### config.mk
export PLATFORM = sky130hd
export DESIGN_NAME = dense_seq_mac
export DESIGN_NICKNAME = d
export VERILOG_FILES = /design/src/rtl/dense_seq_mac_pkg.sv /design/src/rtl/dense_seq_mac_fxp_mac_sat.sv /design/src/rtl/dense_seq_mac.sv
export SDC_FILE = /design/constraint.sdc
export NUM_CORES = 2
export LEC_CHECK = 0
export CAP_MARGIN = 30
export CORE_ASPECT_RATIO = 0.5
export CORE_MARGIN = 10
export CORE_UTILIZATION = 31
export DETAILED_ROUTE_END_ITERATION = 10
export GPL_TIMING_DRIVEN = 0
export PLACE_DENSITY_LB_ADDON = 0.1
export RECOVER_POWER = 25
export SYNTH_ARGS = -nofsm -noshare
export SYNTH_HDL_FRONTEND = slang
export SYNTH_SLANG_ARGS = --single-unit
### constraint.sdc
create_clock -name clk -period 14.84 [get_ports clk]
set_input_delay 2.968 -clock clk [delete_from_list [all_inputs] [get_ports clk]]
set_output_delay 2.968 -clock clk [all_outputs]
set_load 0.02 [all_outputs]
### src/rtl/dense_seq_mac_pkg.sv
// ============================================================================
// Module     : dense_seq_mac_pkg
// Description: Shared fixed-point defaults, FSM encoding and saturation helpers
//              for the serial dense-layer MAC family.
// Revision   : 1.0
// ============================================================================
`default_nettype none

package dense_seq_mac_pkg;

    localparam int DEF_BITSIZE = 16;
    localparam int DEF_FRAC    = 12;
    localparam int DEF_ACC_W   = 2 * DEF_BITSIZE + 4;

    typedef enum logic [1:0] {
        S_IDLE = 2'd0,
        S_MAC  = 2'd1,
        S_DONE = 2'd2
    } state_t;

    // Representable range of a signed element of the given width
    function automatic longint fxp_sat_max(input int bits);
        return (longint'(1) <<< (bits - 1)) - longint'(1);
    endfunction

    function automatic longint fxp_sat_min(input int bits);
        return -(longint'(1) <<< (bits - 1));
    endfunction

    localparam logic signed [DEF_BITSIZE-1:0] DEF_SAT_MAX = 16'sh7FFF;
    localparam logic signed [DEF_BITSIZE-1:0] DEF_SAT_MIN = 16'sh8000;

endpackage

`default_nettype wire

### src/rtl/dense_seq_mac_fxp_mac_sat.sv
// ============================================================================
// Module     : fxp_mac_sat
// Description: Combinational signed MAC step: multiply, load-or-accumulate,
//              floor shift back to the element format, saturate, optional ReLU.
// Revision   : 1.0
// ============================================================================
`default_nettype none

module fxp_mac_sat
    import dense_seq_mac_pkg::*;
#(
    parameter int BITSIZE = DEF_BITSIZE,
    parameter int FRAC    = DEF_FRAC,
    parameter int ACC_W   = 2 * BITSIZE + 4,
    parameter int RELU    = 1
) (
    input  logic signed [BITSIZE-1:0] x_op,
    input  logic signed [BITSIZE-1:0] w_op,
    input  logic signed [BITSIZE-1:0] b_op,
    input  logic signed [ACC_W-1:0]   acc_in,
    input  logic                      load,
    output logic signed [ACC_W-1:0]   acc_next,
    output logic signed [BITSIZE-1:0] result
);

    localparam logic signed [ACC_W-1:0] SAT_MAX = ACC_W'(fxp_sat_max(BITSIZE));
    localparam logic signed [ACC_W-1:0] SAT_MIN = ACC_W'(fxp_sat_min(BITSIZE));

    logic signed [2*BITSIZE-1:0] w_prod;
    logic signed [ACC_W-1:0]     w_prod_ext;
    logic signed [ACC_W-1:0]     w_bias_ext;
    logic signed [ACC_W-1:0]     w_base;
    logic signed [ACC_W-1:0]     w_shift;

    assign w_prod     = x_op * w_op;
    assign w_prod_ext = {{(ACC_W - 2*BITSIZE){w_prod[2*BITSIZE-1]}}, w_prod};

    // Bias is aligned to the product's 2*FRAC binary point before the first add
    assign w_bias_ext = {{(ACC_W - BITSIZE){b_op[BITSIZE-1]}}, b_op} <<< FRAC;
    assign w_base     = load ? w_bias_ext : acc_in;
    assign acc_next   = w_base + w_prod_ext;
    assign w_shift    = acc_next >>> FRAC;

    always_comb begin
        if (w_shift > SAT_MAX) begin
            result = SAT_MAX[BITSIZE-1:0];
        end else if (w_shift < SAT_MIN) begin
            result = SAT_MIN[BITSIZE-1:0];
        end else begin
            result = w_shift[BITSIZE-1:0];
        end
        if ((RELU != 0) && result[BITSIZE-1]) begin
            result = '0;
        end
    end

endmodule

`default_nettype wire

### src/rtl/dense_seq_mac.sv
// ============================================================================
// Module     : dense_seq_mac
// Description: Fully connected layer y = act(W*x + b) computed serially with a
//              single fixed-point MAC, valid/ready on both sides.
// Revision   : 1.0
// ============================================================================
`default_nettype none

module dense_seq_mac
    import dense_seq_mac_pkg::*;
#(
    parameter int BITSIZE = DEF_BITSIZE,
    parameter int FRAC    = DEF_FRAC,
    parameter int N_IN    = 6,
    parameter int N_OUT   = 6,
    parameter int RELU    = 1,
    parameter int ACC_W   = 2 * BITSIZE + 4
) (
    input  logic                            clk,
    input  logic                            reset,
    input  logic                            in_valid,
    output logic                            in_ready,
    input  logic [BITSIZE*N_IN-1:0]         x,
    input  logic [BITSIZE*N_IN*N_OUT-1:0]   w,
    input  logic [BITSIZE*N_OUT-1:0]        b,
    output logic                            out_valid,
    input  logic                            out_ready,
    output logic [BITSIZE*N_OUT-1:0]        y
);

    localparam int IW = (N_IN  > 1) ? $clog2(N_IN)  : 1;
    localparam int JW = (N_OUT > 1) ? $clog2(N_OUT) : 1;
    localparam logic [IW-1:0] I_LAST = IW'(N_IN - 1);
    localparam logic [JW-1:0] J_LAST = JW'(N_OUT - 1);

    state_t                      r_state;
    state_t                      w_state_next;
    logic [BITSIZE*N_IN-1:0]     r_x;
    logic [IW-1:0]               r_i;
    logic [JW-1:0]               r_j;
    logic signed [ACC_W-1:0]     r_acc;
    logic signed [ACC_W-1:0]     w_acc_next;
    logic [BITSIZE*N_OUT-1:0]    r_y;
    logic                        r_out_valid;

    logic                        w_accept;
    logic                        w_release;
    logic                        w_last_i;
    logic                        w_last_j;
    logic signed [BITSIZE-1:0]   w_x_op;
    logic signed [BITSIZE-1:0]   w_w_op;
    logic signed [BITSIZE-1:0]   w_b_op;
    logic signed [BITSIZE-1:0]   w_result;

    assign w_last_i  = (r_i == I_LAST);
    assign w_last_j  = (r_j == J_LAST);
    assign in_ready  = (r_state == S_IDLE);
    assign out_valid = r_out_valid;
    assign y         = r_y;

    // Operand selection: x from the captured copy, w and b straight from the held inputs
    always_comb begin
        w_x_op = r_x[BITSIZE*r_i +: BITSIZE];
        w_w_op = w[BITSIZE*(int'(r_j)*N_IN + int'(r_i)) +: BITSIZE];
        w_b_op = b[BITSIZE*r_j +: BITSIZE];
    end

    fxp_mac_sat #(
        .BITSIZE (BITSIZE),
        .FRAC    (FRAC),
        .ACC_W   (ACC_W),
        .RELU    (RELU)
    ) u_mac (
        .x_op     (w_x_op),
        .w_op     (w_w_op),
        .b_op     (w_b_op),
        .acc_in   (r_acc),
        .load     (r_i == '0),
        .acc_next (w_acc_next),
        .result   (w_result)
    );

    always_comb begin
        w_state_next = r_state;
        w_accept     = 1'b0;
        w_release    = 1'b0;
        case (r_state)
            S_IDLE: begin
                if (in_valid) begin
                    w_accept     = 1'b1;
                    w_state_next = S_MAC;
                end
            end
            S_MAC: begin
                if (w_last_i && w_last_j) begin
                    w_state_next = S_DONE;
                end
            end
            S_DONE: begin
                if (out_ready) begin
                    w_release    = 1'b1;
                    w_state_next = S_IDLE;
                end
            end
            default: w_state_next = S_IDLE;
        endcase
    end

    always_ff @(posedge clk or posedge reset) begin
        if (reset) begin
            r_state <= S_IDLE;
        end else begin
            r_state <= w_state_next;
        end
    end

    always_ff @(posedge clk or posedge reset) begin
        if (reset) begin
            r_x         <= '0;
            r_i         <= '0;
            r_j         <= '0;
            r_acc       <= '0;
            r_y         <= '0;
            r_out_valid <= 1'b0;
        end else begin
            if (w_accept) begin
                r_x <= x;
                r_i <= '0;
                r_j <= '0;
            end
            if (r_state == S_MAC) begin
                r_acc <= w_acc_next;
                if (w_last_i) begin
                    r_y[BITSIZE*r_j +: BITSIZE] <= w_result;
                    r_i <= '0;
                    if (w_last_j) begin
                        r_j         <= '0;
                        r_out_valid <= 1'b1;
                    end else begin
                        r_j <= r_j + 1'b1;
                    end
                end else begin
                    r_i <= r_i + 1'b1;
                end
            end
            if (w_release) begin
                r_out_valid <= 1'b0;
            end
        end
    end

endmodule

`default_nettype wire

==> metrics.txt <==
outcome=finished with violations; failing checks=max-capacitance violations, max-slew violations; period utilisation layout=94.4%; I/O pin count=870; Yosys warning count=0; Main synth FF type=dfrtp_1; Top Metal Used=met5; layout cells sized above 1=11.0%; H-tree depth=1; R2R depth=38; CTS Root Cell=clkbuf_16; post-DR wirelength/cell=31.7 um; unrepaired setup endpoints after global routing=no; latest clock arrival within the worst-skew pair=580 ps; CP peak stage delay=about 800 ps; HP Class=register to register; Final Hold Vio Count=0; row count=76; DIE AREA=0.101 mm2; max cap viols=1; Post-synth EDFFs=0; critical path endpoint category=register; first-pass GRT wire length=212 mm; grt total ovfl=0; sequential share of the synthesized area=a little over a fifth; crit-path max FO=10; Initial DRC Count=2,240; chip height=~230 um; CTS max path bufs=3; Yosys top cell area share=23.3%; final wirelength=154 mm; clk slew on worst S/H paths=around 60 ps; # hold bufs at CTS=0; gpl congestion=0.932; dpl hpwl=135 mm; CTS tree=yes; setup tns final=0 ps; postcts setup bufs=0; post-route cell area=0.0388 mm2; largest cells by area after synthesis=fa_1, dfrtp_1, mux4_2; Die W=440 um; Cell variety after synth=between 70 and 80; Routed met3 length=between 10 and 15 mm; Sink Count=231; dpl cell area=0.0378 mm2; DR vias=26.0k; Least-Margin Pin Slew=roughly 6600 ps; Final nets=4,844; final slew viol count=about 120; Area Overhead vs Synth=42.3%; 1st-pass router iterations=7; Num CTS Buffers=27; number of port buffers=863; Critical Path AT=14,420 ps; vias in the first global route=27.0k; number of remaining DRC errors=0; All-Layer GR Usage=approximately 30%; Starting Density=31.5%; core area=0.0866 mm2; number of synthesized register bits=231; async set or reset register ratio after synthesis=100%; WL met2=75.9 mm; crit path time final=14,010 ps; initial antenna violation count=78; Worst Skew=36.5 ps; DR vias/cell=5.34; Synth Area per Inst=10.1 um2; worst-case hold slack=476 ps; Post-CTS Resized=0; Hold Path Stages=2; leading area contributor after synthesis=fa_1; met1 wire length=61.0 mm; Post-Synthesis Cells=2,702; Final ANT Viol Nets=0; Syn Std Cell Area=0.0273 mm2; Setup-failing EPs final=0; Rel. slew slack=-338%; Slowest-stage cell, CP=clkdlybuf4s15_1; most used cell, CP=fa_1; largest net degree at the start of global routing=115; crit start category=register; Setup CP Type=register to register; Max Clk Rate=71.4 MHz; Worst EP required=15,250 ps
==> layout make-up <==
| cell class | instances | area, um2 |
|---|---|---|
| Fill cell | 8464 | 47800 |
| Multi-Input combinational cell | 1967 | 19600 |
| Timing Repair Buffer | 902 | 9020 |
| Sequential cell | 231 | 5780 |
| Tap cell | 1170 | 1460 |
| Inverter | 347 | 1300 |
| Clock buffer | 37 | 763 |
| Buffer | 162 | 701 |
| Clock inverter | 13 | 163 |
| Antenna cell | 35 | 87.6 |
==> synth_stat cells (all sizes together), types with 21 or more instances <==
cell type	number
nand2	432
inv	346
fa	317
dfrtp	231
nor2	230
mux4	191
clkbuf	120
ha	117
a21oi	88
o21ai	69
a221o	59
buf	42
mux2	39
a31oi	35
nor3	35
or2	30
or3	30
a21o	25
nor2b	25
a22oi	23
o21a	22
xnor2	21
==> metrics by stage <==
| step | utilization, % | instances | setup slack, ps |
|---|---|---|---|
| finish | 44.8 | 4864 | 831 |
| global route | 44.8 | 4849 | 119 |
| CTS | 44.7 | 4824 | 219 |
| detailed placement | 43.6 | 4774 | 312 |
| global placement | 43.2 | 4740 | -911 |
| floorplan | - | 2707 | 4170 |
==> kinds of logic (layout without fill, tap and decap cells) <==
kind of cell,after synthesis,after routing,synth area share [%]
simple gates,851,851,13.4
buf+inv,509,1461,7.31
fa+ha+maj,434,434,28.6
compound gates,388,388,9.91
mux,249,249,18.1
flops,231,231,21.2
xor+xnor,39,39,1.43
other cells,1,41,0.0137
==> layout by cell type (no fill, tap or decap), types with 11 or more instances in the layout <==
cell type	netlist	final
a221o_1	59	59
nand3_1	11	11
buf_2	22	31
a31oi_1	35	35
fa_1	317	317
or2_2	30	30
mux2_2	39	39
mux2i_1	19	19
a21oi_1	88	85
nand2_1	431	431
clkdlybuf4s50_1	0	860
o21ai_1	16	16
xnor2_1	20	20
nor2b_1	25	25
o21a_1	22	22
mux4_2	188	188
inv_1	345	344
nor3_1	35	34
clkbuf_16	0	27
nor2_1	223	223
or3_1	30	30
ha_1	117	117
buf_4	6	21
clkbuf_1	119	123
nand2b_1	18	18
xor2_1	15	15
dfrtp_1	231	231
a21o_1	25	25
a211oi_1	12	12
a22oi_1	23	23
diode_2	0	35
o21ai_0	53	53
==> sequential cells by signal (all words and copies together), names as in the netlist <==
register,cells
out_valid,1
r_j,3
r_x,96
r_acc,36
r_state,2
y,90
r_i,3
==> routing by layer <==
metal	vias to the layer above	GRT usage, %
met2	1165	49.7
met5	-	0
li1	11100	-
met1	13400	36.0
met4	50	8.92
met3	202	9.32
==> critical path: cells and delay by family, from the launching register on <==
kind / cells / cell delay (ps)
AOI/OAI and AO/OA: 9 / 1840
adders and majority gates: 9 / 4380
muxes: 1 / 580
xor gates and xnor gates: 1 / 740
and+or+nand+nor: 4 / 1240
DFF: 1 / 440
buffers and inverters: 14 / 4550
==> worst paths after layout <==
| path | start | to | slack, ps |
|---|---|---|---|
| hold / removal | r_x[11] | r_x[11] | 480 |
| hold reg to reg | r_x[11] | r_x[11] | 480 |
| setup reg to reg | r_j[1] | y[72] | 830 |
| setup / recovery | r_j[1] | y[72] | 830 |
| min in group asynchronous | reset | r_acc[3] | 2770 |
| max in group asynchronous | reset | r_acc[22] | 5450 |
Power is left out: the tool's default activity adds up to more than one toggle a clock period on the data nets, which glitch-free logic cannot reach.
